<file path="config.mk">
export PLATFORM = sky130hd
export DESIGN_NAME = mult_mmio_ctrl
export DESIGN_NICKNAME = d
export VERILOG_FILES = /design/src/rtl/mult_mmio_ctrl_pkg.sv /design/src/rtl/mult_mmio_ctrl.sv
export SDC_FILE = /design/constraint.sdc
export NUM_CORES = 1
export LEC_CHECK = 0
export BUFFER_PORTS_ARGS = -buffer_cell sky130_fd_sc_hd__buf_2
export CORE_MARGIN = 2
export CORE_UTILIZATION = 58
export DETAILED_ROUTE_END_ITERATION = 12
export PLACE_DENSITY = 0.88
export SETUP_SLACK_MARGIN = 0.02
export SLEW_MARGIN = 15
export SYNTH_ARGS = -nofsm -noshare
export SYNTH_HDL_FRONTEND = slang
export SYNTH_SLANG_ARGS = --single-unit
</file>
<file path="constraint.sdc">
create_clock -name clk -period 4.8 [get_ports clk]
set_input_delay 0.96 -clock clk [delete_from_list [all_inputs] [get_ports clk]]
set_output_delay 0.96 -clock clk [all_outputs]
set_load 0.05 [all_outputs]
</file>
<file path="src/rtl/mult_mmio_ctrl_pkg.sv">
// mult_mmio_ctrl_pkg: register map, control/status bits and FSM states of the multiplier controller
package mult_mmio_ctrl_pkg;
    localparam logic [4:0] OFS_OP_A   = 5'h00;
    localparam logic [4:0] OFS_OP_B   = 5'h04;
    localparam logic [4:0] OFS_CTRL   = 5'h08;
    localparam logic [4:0] OFS_STATUS = 5'h0C;
    localparam logic [4:0] OFS_RES_LO = 5'h10;
    localparam logic [4:0] OFS_RES_HI = 5'h14;
    localparam int CTRL_START    = 0;
    localparam int CTRL_CLR_DONE = 1;
    localparam int CTRL_CLR_ERR  = 2;
    localparam int STAT_BUSY  = 0;
    localparam int STAT_DONE  = 1;
    localparam int STAT_HI_NZ = 2;
    localparam int STAT_ERR   = 3;
    typedef enum logic [1:0] {
        ST_IDLE = 2'd0,
        ST_LOAD = 2'd1,
        ST_WAIT = 2'd2
    } state_e;
    function automatic logic [31:0] merge_bytes(input logic [31:0] cur, input logic [31:0] wd, input logic [3:0] be);
        logic [31:0] res;
        for (int i = 0; i < 4; i++) res[8*i+:8] = be[i] ? wd[8*i+:8] : cur[8*i+:8];
        return res;
    endfunction
endpackage

</file>
<file path="src/rtl/mult_mmio_ctrl.sv">
// mult_mmio_ctrl: memory-mapped sequencer for an external pipelined 32x32 multiplier
module mult_mmio_ctrl
    import mult_mmio_ctrl_pkg::*;
#(
    parameter logic [31:0] BASE_ADDR   = 32'h1000_0020,
    parameter int unsigned MUL_LATENCY = 2
) (
    input  logic        clk,
    input  logic        resetn,
    input  logic        la_read,
    input  logic        la_write,
    input  logic [31:0] la_addr,
    input  logic [31:0] la_wdata,
    input  logic [3:0]  la_wstrb,
    output logic [31:0] rdata,
    output logic        hit,
    output logic [31:0] mul_src0,
    output logic [31:0] mul_src1,
    input  logic [63:0] mul_result,
    output logic        irq_done
);
    localparam logic [3:0] CNT_INIT = 4'(MUL_LATENCY - 1);
    state_e      state_q;
    logic [3:0]  cnt_q;
    logic [31:0] op_a_q, op_a_d, op_b_q, op_b_d;
    logic [31:0] res_lo_q, res_hi_q, src0_q, src1_q, rdata_q, rd_val;
    logic        done_q, done_d, err_q, err_d, hit_q, irq_q;
    logic        sel, wr, rd, busy, ctrl_wr, start_req, start, op_wr_a, op_wr_b, capture;
    logic [4:0]  ofs;
    logic        unused_addr;
    assign unused_addr = ^la_addr[1:0];
    assign sel       = la_addr[31:5] == BASE_ADDR[31:5];
    assign wr        = la_write & sel;
    assign rd        = la_read & sel;
    assign ofs       = {la_addr[4:2], 2'b00};
    assign busy      = state_q != ST_IDLE;
    assign ctrl_wr   = wr && ofs == OFS_CTRL && la_wstrb[0];
    assign start_req = ctrl_wr && la_wdata[CTRL_START];
    assign start     = start_req && !busy;
    assign op_wr_a   = wr && ofs == OFS_OP_A;
    assign op_wr_b   = wr && ofs == OFS_OP_B;
    assign capture   = state_q == ST_WAIT && cnt_q == 4'd0;
    // Operand updates, sticky error and done flag; capture beats a simultaneous CLR_DONE
    always_comb begin
        op_a_d = (op_wr_a && !busy) ? merge_bytes(op_a_q, la_wdata, la_wstrb) : op_a_q;
        op_b_d = (op_wr_b && !busy) ? merge_bytes(op_b_q, la_wdata, la_wstrb) : op_b_q;
        err_d  = (busy && (op_wr_a || op_wr_b || start_req)) || (err_q && !(ctrl_wr && la_wdata[CTRL_CLR_ERR]));
        done_d = capture ? 1'b1 : (start || (ctrl_wr && la_wdata[CTRL_CLR_DONE])) ? 1'b0 : done_q;
        rd_val = ofs == OFS_OP_A   ? op_a_q :
                 ofs == OFS_OP_B   ? op_b_q :
                 ofs == OFS_STATUS ? {28'd0, err_q, |res_hi_q, done_q, busy} :
                 ofs == OFS_RES_LO ? res_lo_q :
                 ofs == OFS_RES_HI ? res_hi_q : 32'd0;
    end
    // Register file state
    always_ff @(posedge clk or negedge resetn) begin
        if (!resetn) begin
            op_a_q <= '0;
            op_b_q <= '0;
            err_q  <= 1'b0;
            done_q <= 1'b0;
        end else begin
            op_a_q <= op_a_d;
            op_b_q <= op_b_d;
            err_q  <= err_d;
            done_q <= done_d;
        end
    end
    // Bus response: hit for any window access, read data held between read hits
    always_ff @(posedge clk or negedge resetn) begin
        if (!resetn) begin
            hit_q   <= 1'b0;
            rdata_q <= '0;
        end else begin
            hit_q <= (la_read || la_write) && sel;
            if (rd) rdata_q <= rd_val;
        end
    end
    // Sequencer: load operands, count multiplier latency, capture product and pulse irq
    always_ff @(posedge clk or negedge resetn) begin
        if (!resetn) begin
            state_q  <= ST_IDLE;
            cnt_q    <= '0;
            src0_q   <= '0;
            src1_q   <= '0;
            res_lo_q <= '0;
            res_hi_q <= '0;
            irq_q    <= 1'b0;
        end else begin
            irq_q <= 1'b0;
            case (state_q)
                ST_IDLE: if (start) state_q <= ST_LOAD;
                ST_LOAD: begin
                    src0_q  <= op_a_q;
                    src1_q  <= op_b_q;
                    cnt_q   <= CNT_INIT;
                    state_q <= ST_WAIT;
                end
                ST_WAIT: begin
                    if (capture) begin
                        res_lo_q <= mul_result[31:0];
                        res_hi_q <= mul_result[63:32];
                        irq_q    <= 1'b1;
                        state_q  <= ST_IDLE;
                    end else begin
                        cnt_q <= cnt_q - 4'd1;
                    end
                end
                default: state_q <= ST_IDLE;
            endcase
        end
    end
    assign rdata    = rdata_q;
    assign hit      = hit_q;
    assign mul_src0 = src0_q;
    assign mul_src1 = src1_q;
    assign irq_done = irq_q;
endmodule

</file>
Yosys cells after proc, flatten, opt, wreduce, memory -nomap -nowiden
Cells that the tools add are included.
W data, S select, Z words.
Cells by class
  add/subtract/negate cells: 1
  equality and inequality tests: 11
  multiplexer cells: 14
  bitwise operators: 2
  reductions and logical operators: 39
Operators with widths (number)
  $mux W32: 5
  $reduce_or A32 Y1: 1
  $eq A27 B24 Y1 const B: 1
  $reduce_and A2 Y1: 11
  $logic_and A1 B1 Y1: 14
  $pmux W4 S2: 1
  $eq A3 B2 Y1 const B: 2
  $eq A3 B3 Y1 const B: 2
  $ne A2 B2 Y1 const B: 3
  $pmux W2 S3: 1
  $reduce_bool A2 Y1: 3
  $logic_not A5 Y1: 1
  $logic_or A1 B1 Y1: 5
  $logic_not A4 Y1: 1
  $mux W1: 4
  $mux W2: 2
  $mux W4: 1
  $sub A4 B1 Y4 const B: 1
  $eq A3 B1 Y1 const B: 1
  $and A1 B1 Y1: 2
  $eq A2 B1 Y1 const B: 1
  $eq A2 B2 Y1 const B: 1
  $logic_not A1 Y1: 2
  $logic_not A2 Y1: 1
Storage, ports and cells
  flip-flop bits (word level): 234
  input bits: 136
  output and inout port bits: 98
  word-level logic and storage cells: 86

Logic depth before layout (Yosys ltp)
  depth after elaboration: 9
  mapped depth: 7
  depth with buffers taken out: 6

Worst setup path before layout
OpenSTA, ideal clock, no wires.
  path type: input to register
  start point: in la_addr[22]
  end point: reg op_b_q[0]
  setup time: 0.125 ns
  arrival time: 2.434 ns
  data required time: 4.675 ns
  path slack: 2.241 ns
  cell stages on the path: 4
  path buffers: 0
  cell sequence: nor4_4 nand4_4 nor3_4 mux2_4
Between the ends
  longest elaborated chain between the ends: 5
RTL lines
  from (decl): line mult_mmio_ctrl.sv:12  | input logic [31:0] la_addr,
  $eq A27 B24 Y1: line mult_mmio_ctrl.sv:32  | assign sel = la_addr[31:5] == BASE_ADDR[31:5];
  $and A1 B1 Y1: line mult_mmio_ctrl.sv:33  | assign wr = la_write & sel;
  $logic_and A1 B1 Y1: line mult_mmio_ctrl.sv:41  | assign op_wr_b = wr && ofs == OFS_OP_B;
  $logic_and A1 B1 Y1: line mult_mmio_ctrl.sv:46  | op_b_d = (op_wr_b && !busy) ? merge_bytes(op_b_q, la_wdata, la_wstrb) : op_b_q;
  $reduce_and A2 Y1 (no source line)
  to (signal assigned): line mult_mmio_ctrl.sv:64  | op_b_q <= op_b_d;
  to (decl): line mult_mmio_ctrl.sv:25  | logic [31:0] op_a_q, op_a_d, op_b_q, op_b_d;
No other way between the ends.
A chain may end at the register's enable or synchronous reset.

Worst setup path after layout
  start point: in la_addr[2]
  end point: reg op_b_q[23]
Between the ends
  longest elaborated chain between the ends: 4
RTL lines (line)
  $eq A3 B1 Y1: mult_mmio_ctrl.sv:41
  $logic_and A1 B1 Y1: mult_mmio_ctrl.sv:41
  $logic_and A1 B1 Y1: mult_mmio_ctrl.sv:46
  $reduce_and A2 Y1 (no source line)
No other way between the ends.

==> impl_metrics.ini <==
[clock_tree]
clk_latency_ns = 0.51
cts_sinks = 234
clock_path_buffers = 3
clk_pin_slew_ns = 0.06
cts_hold_buf = 0
htree_levels = 1
post_cts_buffers = 0
cts-resized-gates = 0
cts_tree = built
cts-buffers-inserted = 24
root_buffer = clkbuf_16

[cells_and_area]
drive_gt1_share_pct = 43.3
layout_commonest_cell = dfrtp_1
final_nets = 1189
layout_common_cells = dfrtp_1 (234), nand2_1 (233), buf_2 (230), mux2_2 (146), a22oi_1 (56)
syn_to_final_growth_pct = 21.8
fill_cells = 1237

[sta]
slew_headroom_pct = 31.0
fmax_mhz = 328
post-route-period-util_pct = 63.5
worstMarginPinSlew_ns = 1.04
fin_crit_ns = 3.05
worst_slack_ns = 1.75
final-setup-viol-count = 0
rsz0062_at_grt = no
hold_viol_final = 0
slew_viol_final = 0
fin_skew_ns = 0.0109
tns_ns = 0

[critical_path]
cp-end-kind = flip-flop
required_ns = 5.19
startpoint_type = primary input
worstSetupPathType = primary input to flip-flop
cp_max_fo = 16
arrival_ns = 3.44

[global_route]
grt_pass1_wl_um = 39400
grt_antenna_before_repair = 2
grt_max_degree = 116
grt_usage_pct = 27.5
grt_pass1_vias = 7545
grt.overflow.total = 0

[floorplan]
die_w_um = 136
dieArea_mm2 = 0.0184
ios = 234
fp.coreArea_mm2 = 0.0171
rows = 48
die_h_um = 136
initial_core_util_pct = 58.8

[pwr]
p_per_area_mw_per_mm2 = 338
p_leak_nw = 6.61
ir_worst_vdd_mv = 0.254

[detailed_routing]
initialDrtViolationCount = 458
antenna_left = 0
vias_per_cell = 5.64
wl_per_cell_um = 19.3
vias = 7291
drc = 0
routed_wl_um = 24900
drt_first_pass_iters = 5

[place]
port-buffer-count = 231
hpwl_um = 17200
place_ws_ns = 1.24
routabilityCongestion = 0.859

[synthesis]
synthCells = 824
ys_ff_latch = 234
ys_seq_area_share_pct = 58.2
avgSynthCellArea_um2 = 12.2
ys_warn_count = 0
syn_area_mm2 = 0.0101
syn-num-nets = 962
ys_types = 45

[min_path]
hp-class = flip-flop to flip-flop

[outcome]
status = finished, final reports clean

[job]
drv_cap = 0
-- state kept, by name, indices dropped and copies added (netlist names) --
| signal | flops |
|---|---|
| mul_src0 | 32 |
| op_a_q | 32 |
| mul_src1 | 32 |
| state_q | 2 |
| cnt_q | 4 |
| op_b_q | 32 |
| res_hi_q | 32 |
| rdata | 32 |
| err_q | 1 |
| hit | 1 |
| done_q | 1 |
| irq_done | 1 |
| res_lo_q | 32 |
-- final timing paths --
path                                          start                  endpoint  slack, ns  cells after the start
max                                      la_addr[2]    op_b_q[23]$_DFFE_PN0P_       1.75                      6
min                        mul_src1[24]$_DFFE_PN0P_  mul_src1[24]$_DFFE_PN0P_       0.47                      2
max reg2reg                    cnt_q[0]$_DFFE_PN0P_   res_hi_q[4]$_DFFE_PN0P_       2.40                      5
min reg2reg                mul_src1[24]$_DFFE_PN0P_  mul_src1[24]$_DFFE_PN0P_       0.47                      2
max in group asynchronous                    resetn    op_a_q[12]$_DFFE_PN0P_       3.24                      2
min in group asynchronous                    resetn   mul_src0[9]$_DFFE_PN0P_       0.52                      1
-- logic make-up after synthesis --
| family | after synthesis | synth area share, % |
|---|---|---|
| buffers and inverters | 50 | 2.45 |
| adder cells (fa/ha/maj) | 2 | 0.249 |
| multiplexers | 165 | 18.8 |
| XOR/XNOR | 2 | 0.174 |
| flip-flops | 234 | 58.2 |
| AO/OA/AOI/OAI | 75 | 5.47 |
| AND/OR/NAND/NOR | 296 | 14.7 |
-- cell usage after synthesis --
cell       count  area [um2]
dfrtp_1      234        5860
nand2_1      233         875
mux2_2       146        1640
a22oi_1       56         420
clkbuf_1      21        78.8
buf_2         11        55.1
inv_1          8        30.0
mux2_4         8         120
nand3_1        8        40.0
nor3_4         8         130
nor2_1         7        26.3
nor4_1         7        43.8
buf_6          6        67.6
mux2i_1        6        60.1
nor4_4         5         106
o21ai_0        5        25.0
buf_1          4        15.0
mux2_1         4        45.0
nor3_1         4        20.0
nor2b_1        3        18.8
nor3b_1        3        22.5
nor3b_2        3        37.5
a21oi_1        2        10.0
ha_1           2        25.0
nand2b_1       2        12.5
nand3b_1       2        15.0
nand4_4        2        42.5
o211ai_1       2        15.0
o21bai_1       2        15.0
o31ai_1        2        15.0
o41ai_1        2        17.5
or3b_1         2        17.5
xor2_1         2        17.5
a2111oi_0      1        8.76
a21boi_0       1        7.51
a21o_1         1        7.51
a2bb2oi_1      1        8.76
and3b_1        1        8.76
mux4_2         1        22.5
nand4_1        1        6.26
nand4b_1       1        8.76
nor3_2         1        10.0
nor4b_4        1        23.8
nor4bb_1       1        10.0
or2_2          1        6.26
-- metrics by stage --
| stage | total power [W] | instances | cell area (um2) | hold slack [ns] | utilization [%] |
|---|---|---|---|---|---|
| final | 0.00415 | 1293 | 12300 | 0.468 | 71.7 |
| after global routing | 0.00427 | 1293 | 12300 | 0.483 | 71.7 |
| after CTS | 0.00417 | 1292 | 12300 | 0.472 | 71.7 |
| after detailed placement | 0.00226 | 1250 | 11400 | 0.457 | 66.8 |
| after global placement | 0.00225 | 1250 | 11400 | 0.455 | 66.8 |
| after floorplan | 0.00212 | 824 | 10100 | 0.452 | - |
-- worst max-delay path, cell delays in order --
cell and delay, ns:
buf_2 0.29, nor3b_2 0.89, buf_4 0.35, nand2_1 0.11, nor3_4 0.42, mux2_2 0.41
-- where the power goes --
group	total [W]	switching, W	internal (W)	leakage (nW)
registers	0.00202	0.0000211	0.00200	3.11
clock network	0.00193	0.000750	0.00118	0.407
logic	0.000198	0.000114	0.0000840	3.10
total	0.00415	0.000885	0.00326	6.61
-- area by class of cell --
class                           instances  area, um2  area share, %
Clock inverter                          5       77.6          0.632
Multi-Input combinational cell        540       4000           32.6
Sequential cell                       234       5860           47.7
Timing Repair Buffer                  243       1270           10.3
Clock buffer                           37        751           6.12
Inverter                                8       30.0          0.245
Tap cell                              225        282           2.29
Antenna cell                            1       2.50         0.0204
-- metal layers --
metal | vias to the layer above | global-route usage, % | part of all wire (%)
met2 | 279 | 47.6 | 51
met5 | - | 0 | 0.052
met1 | 3642 | 35.8 | 40
met3 | 55 | 4.71 | 6.7
met4 | 2 | 8.10 | 2.3
li1 | 3313 | - | -
Power figures use the tool's default switching activity.
